--- config.mk ---
export PLATFORM = sky130hd
export DESIGN_NAME = wb_dmem_reader
export DESIGN_NICKNAME = d
export VERILOG_FILES = /design/src/rtl/wb_dmem_reader.sv
export SDC_FILE = /design/constraint.sdc
export NUM_CORES = 1
export LEC_CHECK = 0
export ABC_AREA = 1
export CAP_MARGIN = 20
export CORE_UTILIZATION = 37
export CTS_CLUSTER_DIAMETER = 50
export DETAILED_ROUTE_END_ITERATION = 7
export PLACE_DENSITY = 0.81
export SYNTH_ARGS = -nofsm -noshare
export SYNTH_HDL_FRONTEND = slang
export SYNTH_SLANG_ARGS = --single-unit
export TNS_END_PERCENT = 5
--- constraint.sdc ---
create_clock -name wb_clk_i -period 1.7 [get_ports wb_clk_i]
set_input_delay 0.255 -clock wb_clk_i [delete_from_list [all_inputs] [get_ports wb_clk_i]]
set_output_delay 0.255 -clock wb_clk_i [all_outputs]
set_load 0.005 [all_outputs]
--- src/rtl/wb_dmem_reader.sv ---
// Wishbone read-back slave for dmem port 1. It shares the port with the core load path.
// The core has priority, and a bounded wait counter forces a stalled Wishbone read through.
module wb_dmem_reader #(
   parameter logic [31:0] BASE_ADDR = 32'h3010_0000,
   parameter logic [31:0] ADDR_MASK = 32'hFFFF_FC00,
   parameter int unsigned STALL_MAX = 4
) (
   input  logic        wb_clk_i,
   input  logic        wb_rst_i,
   input  logic        wbs_stb_i,
   input  logic        wbs_cyc_i,
   input  logic        wbs_we_i,
   input  logic [31:0] wbs_adr_i,
   output logic        wbs_ack_o,
   output logic [31:0] wbs_dat_o,
   input  logic        core_rd_en,
   input  logic [7:0]  core_rd_addr,
   output logic [31:0] core_rd_data,
   output logic        core_rd_valid,
   output logic        core_stall,
   output logic        sram_csb1,
   output logic [7:0]  sram_addr1,
   input  logic [31:0] sram_dout1
);

   localparam logic [3:0] STALL_LIM = 4'(STALL_MAX);

   typedef enum logic [1:0] {IDLE, REQ, READ, ACK} state_t;

   state_t      state_q, state_d;
   logic [3:0]  cnt_q, cnt_d;
   logic [7:0]  addr_q, addr_d;
   logic [31:0] dat_q, dat_d;
   logic        vld_q;
   logic        hit, grant_wb;

   assign hit      = wbs_stb_i & wbs_cyc_i & ((wbs_adr_i & ADDR_MASK) == BASE_ADDR);
   assign grant_wb = (state_q == REQ) & (~core_rd_en | (cnt_q == STALL_LIM));

   assign sram_csb1     = grant_wb ? 1'b0 : ~core_rd_en;
   assign sram_addr1    = grant_wb ? addr_q : core_rd_addr;
   assign core_stall    = core_rd_en & grant_wb;
   assign core_rd_data  = sram_dout1;
   assign core_rd_valid = vld_q;
   assign wbs_ack_o     = (state_q == ACK);
   assign wbs_dat_o     = dat_q;

   always_comb begin
      state_d = state_q;
      cnt_d   = cnt_q;
      addr_d  = addr_q;
      dat_d   = dat_q;
      case (state_q)
         IDLE: begin
            if (hit) begin
               if (wbs_we_i) begin
                  state_d = ACK;
               end else begin
                  addr_d  = wbs_adr_i[9:2];
                  cnt_d   = 4'd0;
                  state_d = REQ;
               end
            end
         end
         REQ: begin
            // An abort wins over a grant; a port-1 read already issued is harmless.
            if (!wbs_cyc_i)    state_d = IDLE;
            else if (grant_wb) state_d = READ;
            else               cnt_d   = cnt_q + 4'd1;
         end
         READ: begin
            if (!wbs_cyc_i) begin
               state_d = IDLE;
            end else begin
               dat_d   = sram_dout1;
               state_d = ACK;
            end
         end
         ACK:     state_d = IDLE;
         default: state_d = IDLE;
      endcase
   end

   always_ff @(posedge wb_clk_i) begin
      if (wb_rst_i) begin
         state_q <= IDLE;
         cnt_q   <= 4'd0;
         addr_q  <= 8'd0;
         dat_q   <= 32'd0;
         vld_q   <= 1'b0;
      end else begin
         state_q <= state_d;
         cnt_q   <= cnt_d;
         addr_q  <= addr_d;
         dat_q   <= dat_d;
         vld_q   <= core_rd_en & ~core_stall;
      end
   end

endmodule

Word-level counts from Yosys, hierarchy flattened
Cells that the tools add are included.
{ "word_totals": {"in_bits": 78, "word_cells": 44, "output_inout_bits": 76, "regBits": 47} }
{ "classes": {"muxes": 13, "addsub": 1, "bitwise_logic": 9, "eq_ne": 10, "n_reduce_logical": 6} }
{ "ops": {"columns": ["operator", "count"], "rows": [
  ["$eq A22 B20 Y1 const B", 1],
  ["$mux W4", 4],
  ["$mux W2", 5],
  ["$mux W8", 1],
  ["$ne A2 B2 Y1 const B", 4],
  ["$pmux W2 S4", 1],
  ["$pmux W4 S2", 1],
  ["$and A1 B1 Y1", 5],
  ["$reduce_and A5 Y1", 1],
  ["$add A4 B1 Y4 const B", 1],
  ["$eq A2 B2 Y1 const B", 2],
  ["$eq A4 B3 Y1 const B", 1],
  ["$reduce_and A2 Y1", 2],
  ["$ne A3 B3 Y1 const B", 1],
  ["$not A1 Y1", 3],
  ["$reduce_and A3 Y1", 1],
  ["$eq A2 B1 Y1 const B", 1],
  ["$logic_not A2 Y1", 1],
  ["$reduce_bool A2 Y1", 1],
  ["$mux W1", 1],
  ["$or A1 B1 Y1", 1]
]} }

Logic depth before layout (Yosys ltp)
{ "depth": {"depth_word": 6, "mapped_depth": 10} }

Worst setup path before layout
OpenSTA, ideal clock, no wires.
{ "synth_timing": {"path_type": "register -> output", "startpoint": "register cnt_q[0]", "endpoint": "output sram_addr1[0]", "path_slack_ps": 334, "path_stages_with_launch": 10, "arrival_time_ps": 1111, "required_time_ps": 1445, "cell_sequence": "dfxtp_1 -> inv_1 -> ha_1 -> nand3_1 -> nand2_1 -> nand2_1 -> buf_6 -> inv_2 -> nand2_1 -> nand2_1"} }
{ "synth_via": {"elab_chain_len": 4} }
{ "synth_lines": {"columns": ["item", "line", "text"], "rows": [
  ["start, declared", "31", "logic [3:0] cnt_q, cnt_d;"],
  ["start signal, assigned", "93", "cnt_q <= cnt_d;"],
  ["$eq A4 B3 Y1", "38", "assign grant_wb = (state_q == REQ) & (~core_rd_en | (cnt_q == STALL_LIM));"],
  ["$or A1 B1 Y1", "38", null],
  ["$and A1 B1 Y1", "38", null],
  ["$mux W8", "41", "assign sram_addr1 = grant_wb ? addr_q : core_rd_addr;"],
  ["end, declared", "22", "output logic [7:0] sram_addr1,"]
]} }
Every way passes these cells.

Worst setup path in the final report
{ "layout_timing": {"startpoint": "register cnt_q[1]", "endpoint": "output sram_addr1[4]"} }
Same word-level chain as after synthesis.

==> results.md <==
| Quantity | Value | Unit |
|---|---|---|
| Run status | finished with violations | - |
| Violations in the final reports | DRC, setup timing | - |
| Slew HR | 0.835 | - |
| Register bit total from synthesis | 47 | - |
| XOR/XNOR Fraction of Synth Area | 0.00353 | - |
| RSZ-0062 raised after global routing | yes | - |
| Met1 routing resource usage after global routing | 0.249 | - |
| Crit share post-route | 1.03 | - |
| Flip-flop cell with the highest count after synthesis | dfxtp_1 | - |
| Crit path setup slack, layout | -0.0502 | ns |
| Critical Path Sink Type | output port | - |
| Antenna violations before repair | 0 | - |
| Final Cell Area | 0.00408 | mm² |
| Mean cell area of the mapped netlist | 6.89 | µm² |
| WS Path Type | reg -> out | - |
| Clock latency reported for the late side of the worst-skew pair | 0.29 | ns |
| Floorplan die area | 0.00704 | mm² |
| Share of cells above drive strength 1 | 0.137 | - |
| Final count of pins violating max slew | 0 | - |
| Via density | 4.58 | - |
| Placed inst area | 0.00390 | mm² |
| I/O pins | 154 | - |
| Worst Max-Slew Pin Slew | 0.247 | ns |
| Site row count | 29 | - |
| Worst endpoint required time | 1.44 | ns |
| Startpoint types | flop | - |
| Main combinational cell family by area after synthesis | simple AND/OR/NAND/NOR gates | - |
| Filler Cells Inserted | 559 | - |
| Fraction of the yosys area taken by sequential cells | 0.379 | - |
| Reg2Reg Launch Point | cnt_q[1] | - |
| Maximum number of buffers from clock root to sink | 2 | - |
| Overall routed net length | 7.04 | mm |
| GRT busiest layer | met2 | - |
| Total number of vias | 2625 | - |
| Number of max-capacitance violations reported | 0 | - |
| Clk_skew | 0.00578 | ns |
| Share of cell area taken by muxes after synthesis | 0 | - |
| Cell count after placement | 562 | - |
| Synthesis warning total | 0 | - |
| Worst IR Drop VDD | 0.000443 | V |
| Initial Util | 0.386 | - |
| Clock buffers created by TritonCTS | 5 | - |
| Maximum level of the CTS H-tree | 2 | - |
| Mapped Cells | 360 | - |
| Worst setup slack for register-to-register paths | 0.23 | ns |
| Max Clk Rate | 571 | MHz |
| Kind of path behind the tightest hold check | reg -> reg | - |
| Wire length per cell after detailed routing | 12.3 | µm |
| Critical hold path startpoint | addr_q[7] | - |
| Power per cell area | 556 | mW/mm² |
| Area fraction in and, or, nand and nor cells after synthesis | 0.350 | - |
| Setup violators final | 7 | - |
| First-pass iteration count of the detailed router | 6 | - |
| # DRC | 18 | - |
| Count of nets left with antenna violations after detail routing | 0 | - |
| Endpoints failing hold | 0 | - |
| Final cell count without fillers | 573 | - |
| Clock period minus final worst setup slack | 1.75 | ns |
| Violation count after the first detailed-routing iteration | 59 | - |
| Post-Place Setup Slack | -0.248 | ns |
| Cell at the root of the clock tree | clkbuf_8 | - |
| EDFF count, synth | 0 | - |
| Critical R2R Capture | cnt_q[3] | - |
| Post-Syn Area | 0.00248 | mm² |
| Top fanout value on the critical path | 3 | - |
| Arrival time of data at the critical path endpoint | 1.50 | ns |
| Horizontal extent of the die | 83.9 | µm |
| Clk sink count | 47 | - |
| Fraction of the mapped netlist area in adder cells | 0.0101 | - |
| Antenna diode count | 0 | - |
| Placed wire-length estimate after detailed placement | 5.25 | mm |
| Proportion of synthesized flip-flops having asynchronous set or reset | 0 | - |
| Maximum number of pins on one net before global-route repair | 26 | - |
| Synthesized-area fraction occupied by ao, oa, aoi and oai cells | 0.0802 | - |
| Leakage power figure | 1.87 | nW |
| Area used by multi-input combinational logic | 0.00115 | mm² |
| Worst hold path cell count | 2 | - |
| Overall die height | 83.9 | µm |
| Core Box Area | 0.00642 | mm² |
| M2 GR Usage | 0.350 | - |
| Nets in the synthesized netlist | 440 | - |
| RD Place Congestion | 0.781 | - |
| Vias in the first global route | 2626 | - |
| CTS tree | yes | - |
| Yosys cell types | 25 | - |
| Hold path endpoint | addr_q[7] | - |
| Post-layout power | 2.27 | mW |
| GRT Total Usage | 0.207 | - |
| GR Overflow Total | 0 | - |
| Wire length of the first global-routing pass | 11.9 | mm |
| Count of port buffers added during placement | 151 | - |
| Register cell area after layout | 945 | µm² |
| Met3 usage | 0.0772 | - |
| Final net count | 576 | - |
| Logic depth of the worst register-to-register path | 11 | - |
| Synth-to-layout area growth | 64.2 | % |
| Clk pin slew, worst setup/hold paths | 0.08 | ns |
==> metrics by stage <==
step | TNS, ns | hold slack, ns | utilization
2_1_floorplan | 0 | 0.327 | -
3_3_place_gp | -1.74 | 0.457 | 0.607
3_5_place_dp | -2.03 | 0.471 | 0.607
4_1_cts | -0.885 | 0.492 | 0.625
5_1_grt | -1.02 | 0.517 | 0.635
6_report | -0.214 | 0.485 | 0.635
==> kinds of logic (layout without fill, tap and decap cells) <==
group | Yosys count | in the layout
adder cells (fa/ha/maj) | 2 | 2
AND/OR/NAND/NOR | 196 | 196
flip-flops | 47 | 47
AO/OA/AOI/OAI | 39 | 39
buffers and inverters | 75 | 211
XOR/XNOR | 1 | 1
==> how the worst max path moves through the flow <==
stage / startpoint / end / slack, ns / cells after the start
after floorplan: cnt_q[0] / sram_addr1[0] / 0.33 / 9
after global placement: core_rd_en / sram_addr1[4] / -0.22 / 7
after detailed placement: core_rd_en / sram_addr1[0] / -0.25 / 7
after CTS: cnt_q[0] / sram_addr1[1] / -0.13 / 10
after global routing: cnt_q[1] / sram_addr1[4] / -0.14 / 10
final: cnt_q[1] / sram_addr1[4] / -0.05 / 10
==> sequential cells by signal (all words and copies together) (netlist names) <==
signal	cells
wbs_dat_o	32
addr_q	8
cnt_q	4
state_q	2
core_rd_valid	1
==> where the power goes <==
group          switching (mW)  leakage, nW  total (mW)  internal [mW]
clock network           0.354       0.0513       0.786          0.431
logic                   0.127         1.44       0.381          0.254
registers            0.000287        0.380        1.10           1.10
total                   0.481         1.87        2.27           1.79
==> what timing repair did <==
item,in CTS,in global routing
endpoints found under the hold margin,0,0
pin swaps,2,7
buffers inserted,3,1
setup endpoints to repair,10,9
cloned,0,0
resized for setup,43,17
hold buffers,0,0
==> synthesized netlist by cell type (4+ instances only) <==
cell     count  area (µm²)
nor2_1     108         405
nand2_1     59         221
dfxtp_1     47         941
buf_4       33         248
o21ai_0     33         165
inv_1       24        90.1
nand4_1      9        56.3
nand3_1      8        40.0
inv_2        7        26.3
a21oi_1      5        25.0
buf_6        4        45.0
nor2_8       4        80.1
==> layout make-up <==
cell class | instances | share of cell area
clock buffers | 6 | 0.0178
multi-input cells | 238 | 0.283
flip-flops and latches | 47 | 0.232
well taps | 77 | 0.0236
repair buffers | 172 | 0.405
clock inverters | 1 | 0.00737
inverters | 32 | 0.0313
==> cell usage in the layout (no fill, tap or decap), types with 2 or more instances in the layout <==
| master | Yosys | routed |
|---|---|---|
| dfxtp_1 | 47 | 44 |
| nand2_2 | 2 | 7 |
| o21ai_0 | 33 | 33 |
| buf_2 | 2 | 8 |
| nand2_1 | 59 | 52 |
| nand3_1 | 8 | 7 |
| dfxtp_2 | 0 | 3 |
| clkbuf_8 | 0 | 5 |
| buf_6 | 4 | 2 |
| buf_4 | 33 | 17 |
| inv_2 | 7 | 8 |
| inv_1 | 24 | 22 |
| nor2_8 | 4 | 4 |
| nand4_1 | 9 | 9 |
| a21oi_1 | 5 | 5 |
| nor2_2 | 2 | 2 |
| nor2_1 | 108 | 108 |
| nand2_4 | 1 | 3 |
| clkdlybuf4s50_1 | 0 | 141 |
==> critical path: stages, from the launching register on <==
cell and delay (ns):
dfxtp_2 0.33, inv_2 0.06, ha_4 0.13, nand3_4 0.08
nand2_4 0.07, nand2_4 0.06, buf_6 0.12, buf_6 0.11
nand2_2 0.05, nand2_1 0.05, buf_2 0.12
==> routing by layer <==
layer  up-vias  part of all wire  wire [µm]
li1       1356                 -          -
met1      1158              0.43       3030
met2       105              0.47       3300
met3         6             0.093        653
met4         0            0.0074         52
met5         -                 0          0
(Power assumes the default switching activity.)
